[src/rtl/fetch_pkg.sv]
// Shared defaults and the queue-entry layout for the instruction-fetch stage.
package fetch_pkg;
  localparam int          FETCH_ADDR_W   = 32;
  localparam int          FETCH_DATA_W   = 32;
  localparam logic [31:0] FETCH_RESET_PC = 32'h0;
  localparam logic [31:0] FETCH_RESET_RA = 32'h0;

  // Entry layout at default widths; parameterised modules rebuild it locally.
  typedef struct packed {
    logic [FETCH_DATA_W-1:0] instr;
    logic [FETCH_ADDR_W-1:0] pc;
  } qentry_t;
endpackage

[src/rtl/fetch_if.sv]
// Fetch-stage bus bundle: imem handshake, decode handshake and branch-unit link.
interface fetch_if
  import fetch_pkg::*;
#(
  parameter int ADDR_W = FETCH_ADDR_W,
  parameter int DATA_W = FETCH_DATA_W
);
  logic              halt;
  logic              imem_req;
  logic [ADDR_W-1:0] imem_addr;
  logic              imem_gnt;
  logic              imem_rvalid;
  logic [DATA_W-1:0] imem_rdata;
  logic              instr_valid;
  logic [DATA_W-1:0] instr;
  logic [ADDR_W-1:0] instr_pc;
  logic              instr_ready;
  logic              br_valid;
  logic [ADDR_W-1:0] next_PC;
  logic [ADDR_W-1:0] next_RA;
  logic [ADDR_W-1:0] curr_PC;
  logic [ADDR_W-1:0] curr_RA;

  modport master (
    input  halt, imem_gnt, imem_rvalid, imem_rdata, instr_ready, br_valid, next_PC, next_RA,
    output imem_req, imem_addr, instr_valid, instr, instr_pc, curr_PC, curr_RA
  );

  modport slave (
    output halt, imem_gnt, imem_rvalid, imem_rdata, instr_ready, br_valid, next_PC, next_RA,
    input  imem_req, imem_addr, instr_valid, instr, instr_pc, curr_PC, curr_RA
  );
endinterface

[src/rtl/fetch_queue.sv]
// Two-entry instruction FIFO; the head entry is a register driving the outputs directly.
module fetch_queue
  import fetch_pkg::*;
#(
  parameter int W = FETCH_ADDR_W + FETCH_DATA_W
) (
  input  logic         clk,
  input  logic         rst,
  input  logic         push,
  input  logic [W-1:0] din,
  input  logic         pop,
  input  logic         flush,
  output logic         vld,
  output logic [W-1:0] head,
  output logic [1:0]   count
);
  logic [W-1:0] ent0;
  logic [W-1:0] ent1;
  logic [1:0]   cnt;

  // flush pops the head and discards whatever sits behind it
  always_ff @(posedge clk or posedge rst) begin
    if (rst) begin
      cnt  <= '0;
      ent0 <= '0;
      ent1 <= '0;
    end else if (flush) begin
      cnt <= '0;
    end else begin
      case ({push, pop})
        2'b10: begin
          if (cnt == 2'd0) ent0 <= din;
          else             ent1 <= din;
          cnt <= cnt + 2'd1;
        end
        2'b01: begin
          ent0 <= ent1;
          cnt  <= cnt - 2'd1;
        end
        2'b11: begin
          if (cnt == 2'd2) begin
            ent0 <= ent1;
            ent1 <= din;
          end else begin
            ent0 <= din;
          end
        end
        default: ;
      endcase
    end
  end

  assign vld   = (cnt != 2'd0);
  assign head  = ent0;
  assign count = cnt;
endmodule

[src/rtl/fetch_unit.sv]
// Instruction-fetch stage: owns PC/RA, runs one imem request at a time and
// redirects on branch-unit resolution.
module fetch_unit
  import fetch_pkg::*;
#(
  parameter int                ADDR_W   = FETCH_ADDR_W,
  parameter int                DATA_W   = FETCH_DATA_W,
  parameter logic [ADDR_W-1:0] RESET_PC = ADDR_W'(FETCH_RESET_PC),
  parameter logic [ADDR_W-1:0] RESET_RA = ADDR_W'(FETCH_RESET_RA)
) (
  input  logic     clk,
  input  logic     rst,
  fetch_if.master  bus
);
  typedef struct packed {
    logic [DATA_W-1:0] instr;
    logic [ADDR_W-1:0] pc;
  } entry_t;

  localparam logic [ADDR_W-1:0] ONE = ADDR_W'(1);

  logic [ADDR_W-1:0] fpc;
  logic [ADDR_W-1:0] ra;
  logic [ADDR_W-1:0] tag_pc;
  logic              outstanding;
  logic              squash;

  logic              req;
  logic              gnt_fire;
  logic              resp;
  logic              consume;
  logic              redirect;
  logic              push;
  logic [1:0]        qcount;
  logic              qvld;
  entry_t            qhead;
  entry_t            qdin;

  // Requests are capped by free queue slots, so the queue never overflows.
  assign req      = !rst && !bus.halt && !outstanding &&
                    (({1'b0, qcount} + {2'b00, outstanding}) < 3'd2);
  assign gnt_fire = req && bus.imem_gnt;
  assign resp     = bus.imem_rvalid && outstanding;
  assign consume  = qvld && bus.instr_ready;
  assign redirect = consume && bus.br_valid && (bus.next_PC != (qhead.pc + ONE));
  assign push     = resp && !squash && !redirect;
  assign qdin     = '{instr: bus.imem_rdata, pc: tag_pc};

  always_ff @(posedge clk or posedge rst) begin
    if (rst) begin
      fpc         <= RESET_PC;
      ra          <= RESET_RA;
      tag_pc      <= '0;
      outstanding <= 1'b0;
      squash      <= 1'b0;
    end else begin
      if (redirect)      fpc <= bus.next_PC;
      else if (gnt_fire) fpc <= fpc + ONE;

      if (gnt_fire) tag_pc <= fpc;

      if (gnt_fire)  outstanding <= 1'b1;
      else if (resp) outstanding <= 1'b0;

      // A response landing in the redirect cycle is dropped directly; only a
      // request still in flight afterwards needs the squash marker.
      if (redirect && (gnt_fire || (outstanding && !resp))) squash <= 1'b1;
      else if (resp)                                         squash <= 1'b0;

      if (consume && bus.br_valid) ra <= bus.next_RA;
    end
  end

  fetch_queue #(.W(ADDR_W + DATA_W)) u_queue (
    .clk   (clk),
    .rst   (rst),
    .push  (push),
    .din   (qdin),
    .pop   (consume),
    .flush (redirect),
    .vld   (qvld),
    .head  (qhead),
    .count (qcount)
  );

  assign bus.imem_req    = req;
  assign bus.imem_addr   = fpc;
  assign bus.instr_valid = qvld;
  assign bus.instr       = qhead.instr;
  assign bus.instr_pc    = qhead.pc;
  assign bus.curr_PC     = qhead.pc;
  assign bus.curr_RA     = ra;
endmodule

[src/flat_wrapper.sv]
// flat-port wrapper written by rule: the top's interface ports become plain ports
module fetch_unit_flat import fetch_pkg::*;
#(
  parameter int                ADDR_W   = FETCH_ADDR_W,
  parameter int                DATA_W   = FETCH_DATA_W,
  parameter logic [ADDR_W-1:0] RESET_PC = ADDR_W'(FETCH_RESET_PC),
  parameter logic [ADDR_W-1:0] RESET_RA = ADDR_W'(FETCH_RESET_RA)
)
  (clk, rst, bus_halt, bus_imem_gnt, bus_imem_rvalid, bus_imem_rdata, bus_instr_ready, bus_br_valid, bus_next_PC, bus_next_RA, bus_imem_req, bus_imem_addr, bus_instr_valid, bus_instr, bus_instr_pc, bus_curr_PC, bus_curr_RA);
  fetch_if #(.ADDR_W(ADDR_W), .DATA_W(DATA_W)) bus_i ();
  input  logic clk;
  input  logic rst;
  input wire logic [$bits(bus_i.halt)-1:0] bus_halt;
  input wire logic [$bits(bus_i.imem_gnt)-1:0] bus_imem_gnt;
  input wire logic [$bits(bus_i.imem_rvalid)-1:0] bus_imem_rvalid;
  input wire logic [$bits(bus_i.imem_rdata)-1:0] bus_imem_rdata;
  input wire logic [$bits(bus_i.instr_ready)-1:0] bus_instr_ready;
  input wire logic [$bits(bus_i.br_valid)-1:0] bus_br_valid;
  input wire logic [$bits(bus_i.next_PC)-1:0] bus_next_PC;
  input wire logic [$bits(bus_i.next_RA)-1:0] bus_next_RA;
  output wire logic [$bits(bus_i.imem_req)-1:0] bus_imem_req;
  output wire logic [$bits(bus_i.imem_addr)-1:0] bus_imem_addr;
  output wire logic [$bits(bus_i.instr_valid)-1:0] bus_instr_valid;
  output wire logic [$bits(bus_i.instr)-1:0] bus_instr;
  output wire logic [$bits(bus_i.instr_pc)-1:0] bus_instr_pc;
  output wire logic [$bits(bus_i.curr_PC)-1:0] bus_curr_PC;
  output wire logic [$bits(bus_i.curr_RA)-1:0] bus_curr_RA;
  assign bus_i.halt = bus_halt;
  assign bus_i.imem_gnt = bus_imem_gnt;
  assign bus_i.imem_rvalid = bus_imem_rvalid;
  assign bus_i.imem_rdata = bus_imem_rdata;
  assign bus_i.instr_ready = bus_instr_ready;
  assign bus_i.br_valid = bus_br_valid;
  assign bus_i.next_PC = bus_next_PC;
  assign bus_i.next_RA = bus_next_RA;
  assign bus_imem_req = bus_i.imem_req;
  assign bus_imem_addr = bus_i.imem_addr;
  assign bus_instr_valid = bus_i.instr_valid;
  assign bus_instr = bus_i.instr;
  assign bus_instr_pc = bus_i.instr_pc;
  assign bus_curr_PC = bus_i.curr_PC;
  assign bus_curr_RA = bus_i.curr_RA;
  fetch_unit #(.ADDR_W(ADDR_W), .DATA_W(DATA_W), .RESET_PC(RESET_PC), .RESET_RA(RESET_RA)) u_core (.clk(clk), .rst(rst), .bus(bus_i));
endmodule
[config.mk]
export PLATFORM = sky130hd
export DESIGN_NAME = fetch_unit_flat
export DESIGN_NICKNAME = d
export VERILOG_FILES = /design/src/rtl/fetch_pkg.sv /design/src/rtl/fetch_if.sv /design/src/rtl/fetch_queue.sv /design/src/rtl/fetch_unit.sv /design/src/flat_wrapper.sv
export SDC_FILE = /design/constraint.sdc
export NUM_CORES = 1
export LEC_CHECK = 0
export BUFFER_PORTS_ARGS = -buffer_cell sky130_fd_sc_hd__buf_2
export CAP_MARGIN = 0
export CORE_MARGIN = 2
export CORE_UTILIZATION = 25
export CTS_BUF_LIST = sky130_fd_sc_hd__clkbuf_16
export DETAILED_ROUTE_END_ITERATION = 10
export GPL_TIMING_DRIVEN = 0
export HOLD_SLACK_MARGIN = 0.15
export REMOVE_ABC_BUFFERS = 1
export SLEW_MARGIN = 20
export SYNTH_ARGS = -nofsm -noshare
export SYNTH_HDL_FRONTEND = slang
export SYNTH_SLANG_ARGS = --single-unit
[constraint.sdc]
create_clock -name clk -period 9.1 [get_ports clk]
set_clock_uncertainty 0.2 [all_clocks]
set_input_delay 0.91 -clock clk [delete_from_list [all_inputs] [get_ports clk]]
set_output_delay 0.91 -clock clk [all_outputs]
set_load 0.03 [all_outputs]
==> results of run 1 <==
cells in the final DEF (no fill, tap or decap), types with 6 or more instances in the layout:
master and instances:
mux2_2 193, inv_1 14, nand4_1 14, and3_1 8
o21ai_0 10, nand3_1 24, nor4_1 12, mux2_1 11
xor2_1 28, a21oi_1 8, nor2_1 14, clkbuf_16 27
nand2_1 75, clkinv_1 10, xnor2_1 47, nor3_1 12
a22o_1 60, buf_2 264, buf_16 8, dfrtp_1 228
ha_1 6
per-stage QoR:
step | setup TNS (ns) | instance area, sq um
finish | 0 | 13900
floorplan | 0 | 10700
global placement | -260.01 | 12800
global route | 0 | 13900
CTS | 0 | 13900
detailed placement | 0 | 13100
worst paths after layout:
path / slack [ns] / start / end
setup / recovery: 3.50 / u_core.u_queue.head[13]$_DFFE_PP0P_ / u_core.u_queue.head[42]$_DFFE_PP0P_
hold / removal: 0.24 / rst / u_core.squash$_DFFE_PP0P_
setup reg to reg: 3.50 / u_core.u_queue.head[13]$_DFFE_PP0P_ / u_core.u_queue.head[42]$_DFFE_PP0P_
hold reg to reg: 0.29 / u_core.tag_pc[28]$_DFFE_PP0P_ / u_core.tag_pc[28]$_DFFE_PP0P_
max in group asynchronous: 7.28 / rst / u_core.u_queue.ent1[42]$_DFFE_PP0P_
min in group clk: 0.29 / u_core.tag_pc[28]$_DFFE_PP0P_ / u_core.tag_pc[28]$_DFFE_PP0P_
cells by family after synthesis:
group,after synthesis
buf+inv,85
fa+ha+maj,6
xor+xnor,75
simple gates,187
compound gates,116
mux,208
flops,228
power groups by stage:
stage / clock, W / sequential (W) / combinational, W
5_1_grt: 0.00106 / 0.00203 / 0.00242
3_3_place_gp: 0 / 0.00194 / 0.00223
3_5_place_dp: 0 / 0.00197 / 0.00229
6_report: 0.000989 / 0.00195 / 0.00227
2_1_floorplan: 0 / 0.00250 / 0.000957
4_1_cts: 0.00102 / 0.00196 / 0.00230
Yosys cell counts (2+ instances only):
cell,instances
and2_1,4
buf_6,6
and3_1,9
dfrtp_1,228
or2_2,3
or3_1,5
a21o_1,2
nor3_1,12
a211oi_1,5
nor2_1,15
mux2i_1,4
o21ai_0,10
ha_1,6
inv_1,10
a22o_1,60
clkbuf_1,24
buf_4,32
xnor2_1,47
a21oi_1,8
o211ai_1,3
nand3_1,24
or4_1,3
o22ai_1,2
buf_1,3
mux2_2,193
o2111ai_1,3
nand4_1,14
buf_2,10
o211a_1,2
xor2_1,28
o31ai_1,2
nor4_1,12
mux2_1,11
o21a_1,2
and4_1,4
a22oi_1,5
nand2_1,77
registers in the layout, summed over array words and instances (netlist names):
signal	count
u_core.bus.curr_RA	32
u_core.squash	1
u_core.u_queue.head	64
u_core.u_queue.count	2
u_core.outstanding	1
u_core.tag_pc	32
u_core.u_queue.ent1	64
u_core.bus.imem_addr	32
final cells by class:
cell class / count / area share, %
Sequential cell: 228 / 41.0
Antenna cell: 2 / 0.0359
Inverter: 10 / 0.323
Clock inverter: 21 / 0.836
Multi-Input combinational cell: 592 / 35.7
Tap cell: 592 / 5.32
Clock buffer: 27 / 4.85
Timing Repair Buffer: 280 / 12.0
layer usage:
layer	wire, um	global-route usage [%]	vias to the layer above
li1	-	-	3732
met1	13500	17.1	4177
met2	15600	23.2	202
met3	1650	2.51	63
met4	1180	5.95	0
met5	0	0	-
critical path, cell delays in order, from the launching register on:
cell and delay, ns:
dfrtp_1 0.61, nand4_1 0.34, nor4_1 0.79, o2111a_1 0.35, o211ai_1 0.10, nor4_1 0.38
o2111ai_4 0.35, nand2_2 0.46, nand2_1 0.15, ha_1 0.24, a221oi_4 0.68, buf_6 0.28
buf_8 0.18, mux2_2 0.34
==> metrics, run 1 <==
Post-synth EDFFs 0; gr ovfl total 0; RSZ-0062 raised after global routing no; crit end category flop; sequential group share of total power 37.5%; Min Hold Slack roughly 0.24 ns; cts hold-fix bufs 0; Max FO, Critical Path 15; Final Max Slew Viols 0; Data required, critical path about 9.3 ns; core area 44100 sq um; share of the synthesized area in the top cell type 51.2%; Total Power roughly 0.0052 W; pre-CTS WS between 3 and 4 ns; Synth Area in Adders less than 1%; Fin. Hold Viols 0; Synth warnings 0; largest family of logic cells by synthesized area multiplexers; Post-Route WL around 32000 um; Synth Cell Area about 11000 sq um; initial antenna violation count 2; clock slew at reported path FFs around 0.060 ns; post-layout util a little under a third; Reg2Reg Depth 13; GPL Wtd Cong about 0.8; count of final setup violators 0; Rows 77; Area Growth Syn to Fin 24.9%; Worst-Margin Slew 1.07 ns; Final Cycle Share around three fifths; Yosys cell types between 50 and 60; DIE HEIGHT 215 um; PostCTS Resize Cnt 0; Avg Cell Area, Syn 12.3 sq um; mux share of post-synthesis cell area approximately a fifth; Final Non-Filler Cells 1752; Synth async-reset ratio 100%; Seq cells post-synth about 230; status complete, no violations; via count approximately 8200; Sw Ratio 42.7%; placed cell count ~1700; die area about 46000 sq um; DRT antenna net count 0; DRC 0; Mapped Cells ~910; drt first pass iters 4; setup bufs post-CTS 0; max_cap viols 0; Detailed Place HPWL 24000 um; Sink Count roughly 230; gr usage total between 10% and 20%; Peak VDD IR approximately 0.00017 V; total CTS buffers 27; Internal Power between 0.002 and 0.003 W; Most used DFF post-synth dfrtp_1; fin nets about 1200; CTS H-tree lvls 1; hold crit path type primary input to asynchronous set/reset pin; multi-input combinational cell area approximately 5000 sq um; IO Pins between 200 and 300; Vias/cell 4.67; simple-gate portion of the synthesized area under 10%; min Tclk post-route roughly 5.6 ns; Clk Latency, worst-skew pair 0.54 ns; startpoint types flop; Starting Density about a quarter; Area contributors post-synth dfrtp_1 (51%), mux2_2 (19%), a22o_1 (4.7%), xnor2_1 (3.7%), nand2_1 (2.6%); CTS tree done; largest net degree at the start of global routing 82; Root Buffer clkbuf_16; Fill cells 4523; leak pwr approximately 6.4 nW; post-synthesis xor/xnor area fraction under 10%; clock network power share 19.0%; layout cell share with drive strength beyond 1 44.8%; Routed wire per std cell roughly 18 um; biggest area consumer among synthesized cells dfrtp_1; PD cells about 370 nW/um^2; critical path type flop to flop; first-pass GRT wire length approximately 50000 um; Logic pwr share a little over two fifths; fmax 179 MHz; final worst setup slack between 3 and 4 ns; Psw ~0.0022 W; Die X ~220 um; Seq/Total Area, Yosys ~50%; Port-buffer cells approximately 260; CTS Buffer Depth 3; Max-slew headroom about 28%; vias in the first global route roughly 8500; crit path DAT 5.82 ns; DRT iter0 DRCs a little under 400; Synth Area in Compound Gates between 8 and 9%; FF+latch area 5710 sq um
No activity file was read; power rests on OpenSTA's default activity.
==> run 2: changes to the inputs <==
- ABC_AREA: unset -> 1
- clock period: 9.1 -> 5.45 ns (I/O delays scaled with it)
==> run 2 against run 1 <==
Sequential share of layout area decreased by 6.7 points. First-iteration DRC count rose by 150%. Critical endpoint is now u_core.u_queue.head[29]$_DFFE_PP0P_. Worst setup slack worse by 3.1 ns. Non-clock buffer count increased by 98. Power rose by 78%. Design area grew 20%. Final cell count grew 55%. Synthesized cell count grew 91%. Via count is 56% higher. Routed wire length increased by 43%. Worst hold slack worse by 0.056 ns.
==> metrics, run 2 <==
CP max-delay cell bufinv_8; crit end category flop; placed cell count roughly 2600; Rows between 80 and 90; Peak VDD IR 0.000285 V; Routed wire per std cell ~17 um; Port-buffer cells 264; critical path type flop to flop; core area between 50000 and 60000 sq um; placed instance area around 15000 sq um; Post-Route WL ~46000 um; Final Non-Filler Cells 2719; Mapped Cells around 1700; layout cell share with drive strength beyond 1 approximately 18%; most common cell in the netlist nand2_1; DRT iter0 DRCs 956; Area Growth Syn to Fin 31.6%; largest net degree at the start of global routing approximately 120; vias in the first global route about 12000; commonest non-fill, non-tap cell in the layout nand2_1; Max FO, Critical Path 66; fin nets around 2100; Max-slew headroom 23.7%; total CTS buffers 30; IO Pins 265; max_cap viols 0; fmax between 150 and 200 MHz; Yosys cell types 32; PD cells 556 nW/um^2; Data required, critical path ~5.7 ns; min Tclk post-route roughly 5 ns; Final Cycle Share around 92%; Avg Cell Area, Syn around 7.3 sq um; commonest cells in the netlist nand2_1 (630), nand3_1 (287), dfrtp_1 (228); RSZ-0062 raised after global routing no; Seq/Total Area, Yosys about 45%; Die X 229 um; GPL Wtd Cong between 0.8 and 0.9; Fin. Hold Viols 0; Sink Count between 200 and 250; Worst-Margin Slew 1.13 ns; Synth async-reset ratio 100%; gr usage total between 15 and 20%; Post-synth EDFFs 0; share of the synthesized area in the top cell type 45.1%; leak pwr 8.61 nW; CTS tree done; biggest area consumer among synthesized cells dfrtp_1; first-pass GRT wire length between 70000 and 80000 um; DIE HEIGHT 229 um; count of final setup violators 0; die area roughly 52000 sq um; Synth warnings 0; CTS Buffer Depth 3; Starting Density between 20 and 30%; hold crit path type primary input to flop; CTS H-tree lvls 1; Detailed Place HPWL 29800 um; Area contributors post-synth dfrtp_1 (45%), nand2_1 (19%), nand3_1 (11%), o21ai_0 (4.3%), inv_1 (4.2%); fin area ~17000 sq um; commonest non-fill, non-tap cells in the layout nand2_1 (627), nand3_1 (287), buf_2 (264); DRT antenna net count 0; Bufs and invs on worst path 7; crit-path cells nor2_1, inv_1, nand2_1, inv_4, nand2_4, bufinv_8, nand2_8, nand3_2, inv_2, ha_1, a21oi_4, buf_16, buf_16, nand2_4, buf_16, nand2_1, nand2_1; Most used DFF post-synth dfrtp_1; crit path DAT around 5.3 ns; clock slew at reported path FFs around 0.06 ns; initial antenna violation count 2; Final Max Slew Viols 0; via count approximately 13000; r2r setup slk 0.44 ns; post-layout util about a third; Min Hold Slack 0.181 ns; Root Buffer clkbuf_16; pre-CTS WS -0.821 ns; Synth Cell Area around 13000 sq um; Vias/cell between 4 and 5; status complete, no violations; gr ovfl total 0; Critical Path Max Stage Delay just over 0.6 ns; critical path's top delay family buffers and inverters; startpoint types flop; drt first pass iters 6; final worst setup slack 0.440 ns; DRC 0; Clk Latency, worst-skew pair just under 0.6 ns; Seq cells post-synth between 200 and 250
run 2: stage by stage:
stage,TNS [ns],power (W)
after detailed placement,-77.25,0.00716
final,0,0.00927
after floorplan,-1185.30,0.00560
after global routing,0,0.00987
after CTS,0,0.00931
after global placement,-3350.35,0.00692
run 2: path summary, 6_finish.rpt:
kind / from / depth (start not counted) / end
max: u_core.u_queue.count[0]$_DFFE_PP0P_ / 17 / u_core.u_queue.head[29]$_DFFE_PP0P_
min: bus_next_PC[20] / 5 / u_core.bus.imem_addr[20]$_DFFE_PP0P_
max reg2reg: u_core.u_queue.count[0]$_DFFE_PP0P_ / 17 / u_core.u_queue.head[29]$_DFFE_PP0P_
min reg2reg: u_core.u_queue.head[44]$_DFFE_PP0P_ / 2 / u_core.u_queue.head[44]$_DFFE_PP0P_
max in group asynchronous: rst / 4 / u_core.tag_pc[29]$_DFFE_PP0P_
min in group asynchronous: rst / 3 / u_core.bus.curr_RA[29]$_DFFE_PP0P_
run 2: kinds of logic after synthesis:
family	share of synthesized area [%]
simple gates	35.8
flops	45.1
xor+xnor	3.43
buf+inv	10.0
compound gates	5.13
fa+ha+maj	0.593
run 2: per-layer routing:
metal	up-vias	track usage (%)	wire, um
met5	-	0	13
met4	2	7.83	2080
met3	115	3.08	3140
met2	501	28.6	21700
met1	6030	21.0	18900
li1	6069	-	-
run 2: area by class of cell:
class,count,area [sq um]
timing repair buffer,378,2710
multi-input combinational,1237,5820
clock inverter,25,233
clock buffer,31,776
tap,672,841
inverter,147,577
antenna,1,2.50
fill,5263,33400
sequential,228,5710
run 2: report_power, final:
part / switching (W) / total (W) / internal, W / leakage [nW]
clock: 0.000827 / 0.00204 / 0.00122 / 0.500
sequential: 0.000752 / 0.00320 / 0.00245 / 2.92
combinational: 0.00279 / 0.00403 / 0.00124 / 5.19
total: 0.00437 / 0.00927 / 0.00490 / 8.61
run 2: what timing repair did:
action / CTS / global route
hold buffers: 95 / 0
hold endpoints to repair: 207 / 0
resized for setup: 2 / 5
cloned: 3 / 0
setup endpoints to repair: 128 / 106
pin swaps: 2 / 0
setup buffers: 1 / 1
run 2: tightest hold or removal path, cell delays in order:
cell     delay, ns
buf_2         0.13
inv_1         0.07
nand3_1       0.08
nand2_1       0.05
nand2_1       0.05
==> run 3: changes to the inputs <==
- SLEW_MARGIN: 20 -> unset
- SYNTH_HIERARCHICAL: unset -> 1
==> run 3 against run 2 <==
Synthesized cell count up 1.4%. Register-to-register slack worse by 0.15 ns. Sequential share of layout area up 0.23 points. Design area down 0.65%. Combinational power up 12%. First-iteration DRC count up 3.6%. Utilization down 0.95 points. Sequential cell count unchanged. Worst hold slack better by 0.096 ns. Highest routed layer is now met4.
==> metrics, run 3 <==
Routed wire per std cell about 17 um; worst r2r src u_core/u_queue/head[12]$_DFFE_PP0P_; crit end category flop; DRC 0; commonest non-fill, non-tap cell in the layout nand2_1; vias in the first global route ~12000; Port-buffer cells 264; share of the synthesized area in the top cell type between 40 and 50%; fmax approximately 190 MHz; Yosys cell types 37; core area 51200 sq um; hold path start u_core/bus.curr_RA[8]$_DFFE_PP0P_; IO Pins approximately 270; Avg Cell Area, Syn around 7.4 sq um; Post-Route WL 46700 um; Peak VDD IR ~0.00032 V; max_cap viols 0; Final Cycle Share 94.7%; Starting Density about a quarter; r2r setup slk roughly 0.29 ns; layout cell share with drive strength beyond 1 approximately 17%; status complete, no violations; startpoint types flop; Post-synth EDFFs 0; FF+latch area about 5700 sq um; Area Growth Syn to Fin 28.2%; clock slew at reported path FFs approximately 0.06 ns; DIE HEIGHT around 230 um; crit path DAT 5.48 ns; CTS H-tree lvls 1; placed instance area 14500 sq um; gr ovfl total 0; commonest cells in the netlist nand2_1 (601), nand3_1 (288), dfrtp_1 (228); fin nets 2156; Root Buffer clkbuf_16; largest net degree at the start of global routing 88; Seq/Total Area, Yosys 44.2%; gr usage total 16.4%; Final Max Slew Viols 0; Min Hold Slack approximately 0.28 ns; critical path type flop to flop; Area contributors post-synth dfrtp_1 (44%), nand2_1 (17%), nand3_1 (11%), inv_1 (5.8%), buf_6 (2.5%); Fin. Hold Viols 0; leak pwr roughly 8.6 nW; Max-slew headroom roughly 17%; first-pass GRT wire length around 70000 um; Fill cells between 5000 and 6000; RR Endpoint u_core/u_queue/head[0]$_DFFE_PP0P_; Clk Latency, worst-skew pair a little under 0.6 ns; hold path depth 2; die area ~54000 sq um; fin area approximately 17000 sq um; Rows a little over 80; DRT iter0 DRCs between 900 and 1000; Data required, critical path 5.77 ns; CTS tree done; Sink Count approximately 230; initial antenna violation count 0; hold crit path type flop to flop; GPL Wtd Cong 0.916; Synth async-reset ratio between 90% and 100%; DRT antenna net count 0; post-layout util between 30% and 40%; min Tclk post-route 5.16 ns; Total Power 0.00958 W; total CTS buffers 29; CTS Buffer Depth 3; Synth warnings 6; commonest non-fill, non-tap cells in the layout nand2_1 (597), nand3_1 (287), buf_2 (264); multi-input combinational cell area about 5800 sq um; via count approximately 13000; Reg2Reg Depth 21; Vias/cell ~4.6; Die X between 200 and 250 um; PD cells roughly 580 nW/um^2; count of final setup violators 0; Mapped Cells about 1800; most common cell in the netlist nand2_1; biggest area consumer among synthesized cells dfrtp_1; Max FO, Critical Path 66; Final Non-Filler Cells ~2800; RSZ-0062 raised after global routing no; drt first pass iters 5; WHS Endpoint u_core/bus.curr_RA[8]$_DFFE_PP0P_; Seq cells post-synth approximately 230; placed cell count around 2600; Most used DFF post-synth dfrtp_1; Synth Cell Area approximately 13000 sq um; diode count 0; Worst-Margin Slew 1.25 ns; Detailed Place HPWL 29700 um
==> run 3: worst max-delay path by stage <==
stage                                         from                                    to  depth (start not counted)
6_report       u_core/u_queue/head[12]$_DFFE_PP0P_    u_core/u_queue/head[0]$_DFFE_PP0P_                         21
5_1_grt         u_core/u_queue/head[0]$_DFFE_PP0P_   u_core/u_queue/head[26]$_DFFE_PP0P_                         24
4_1_cts        u_core/u_queue/count[1]$_DFFE_PP0P_   u_core/u_queue/head[56]$_DFFE_PP0P_                         15
3_5_place_dp   u_core/u_queue/count[1]$_DFFE_PP0P_    u_core/u_queue/head[0]$_DFFE_PP0P_                         16
3_3_place_gp                       bus_instr_ready   u_core/u_queue/head[55]$_DFFE_PP0P_                         14
2_1_floorplan                                  rst  u_core/bus.imem_addr[18]$_DFFE_PP0P_                          9
==> run 3: critical path: stages, from the launching register on <==
cell and delay [ns]:
dfrtp_1 0.56, nand2_1 0.16, nor2_1 0.34, nand2_1 0.10, nor2_1 0.33, nand3_1 0.16, nand3_1 0.12, nand2_1 0.06
nor2_1 0.09, nand2_1 0.08, nor2_1 0.37, nand3_4 0.28, nand2_8 0.31, inv_2 0.14, nor3_1 0.23, inv_1 0.15
nor2_4 0.35, nand2_4 0.11, buf_16 0.24, nand2_8 0.38, nand3_1 0.15, nand2_1 0.09
==> run 3: logic make-up (layout without fill, tap and decap cells) <==
logic type      count (synthesis)  in the layout  synth area share (%)
compound gates                106            106                  4.19
xor+xnor                       49             49                  3.54
simple gates                 1047           1052                  35.4
fa+ha+maj                       2              2                 0.194
flops                         228            228                  44.2
buf+inv                       325            635                  12.5
==> run 3: final cells by class <==
class,count,share of cell area (%)
clock buffers,29,4.38
inverters,207,4.75
clock inverters,23,0.975
well taps,680,5.14
multi-input cells,1209,34.8
flip-flops and latches,228,34.5
repair buffers,376,15.4
==> run 3: power breakdown <==
group	total (W)	internal (W)	switching, W	leakage [nW]
Clock	0.00184	0.00105	0.000791	0.454
Combinational	0.00450	0.00137	0.00313	5.30
Sequential	0.00324	0.00247	0.000770	2.88
Total	0.00958	0.00489	0.00469	8.63
==> run 3: stage by stage <==
stage | setup TNS [ns] | setup WS (ns)
after floorplan | -34.35 | -0.564
after global placement | -620.10 | -3.55
after detailed placement | -69.37 | -0.746
after CTS | 0 | 0.0265
after global routing | 0 | 0.0286
final | 0 | 0.288
==> run 3: repair_timing <==
| item | 4_1_cts | 5_1_grt |
|---|---|---|
| pin swaps | 1 | 3 |
| setup buffers | 0 | 4 |
| gates resized for setup | 4 | 5 |
| setup endpoints to repair | 128 | 124 |
| gates cloned | 1 | 4 |
| endpoints found under the hold margin | 221 | 0 |
| hold buffers | 100 | 0 |
==> run 3: per-layer routing <==
| metal | up-vias | GRT usage (%) | part of all wire, % |
|---|---|---|---|
| li1 | 6105 | - | - |
| met1 | 5953 | 19.7 | 41 |
| met2 | 483 | 28.0 | 48 |
| met3 | 101 | 3.96 | 7.6 |
| met4 | 0 | 6.65 | 4.0 |
| met5 | - | 0 | 0 |
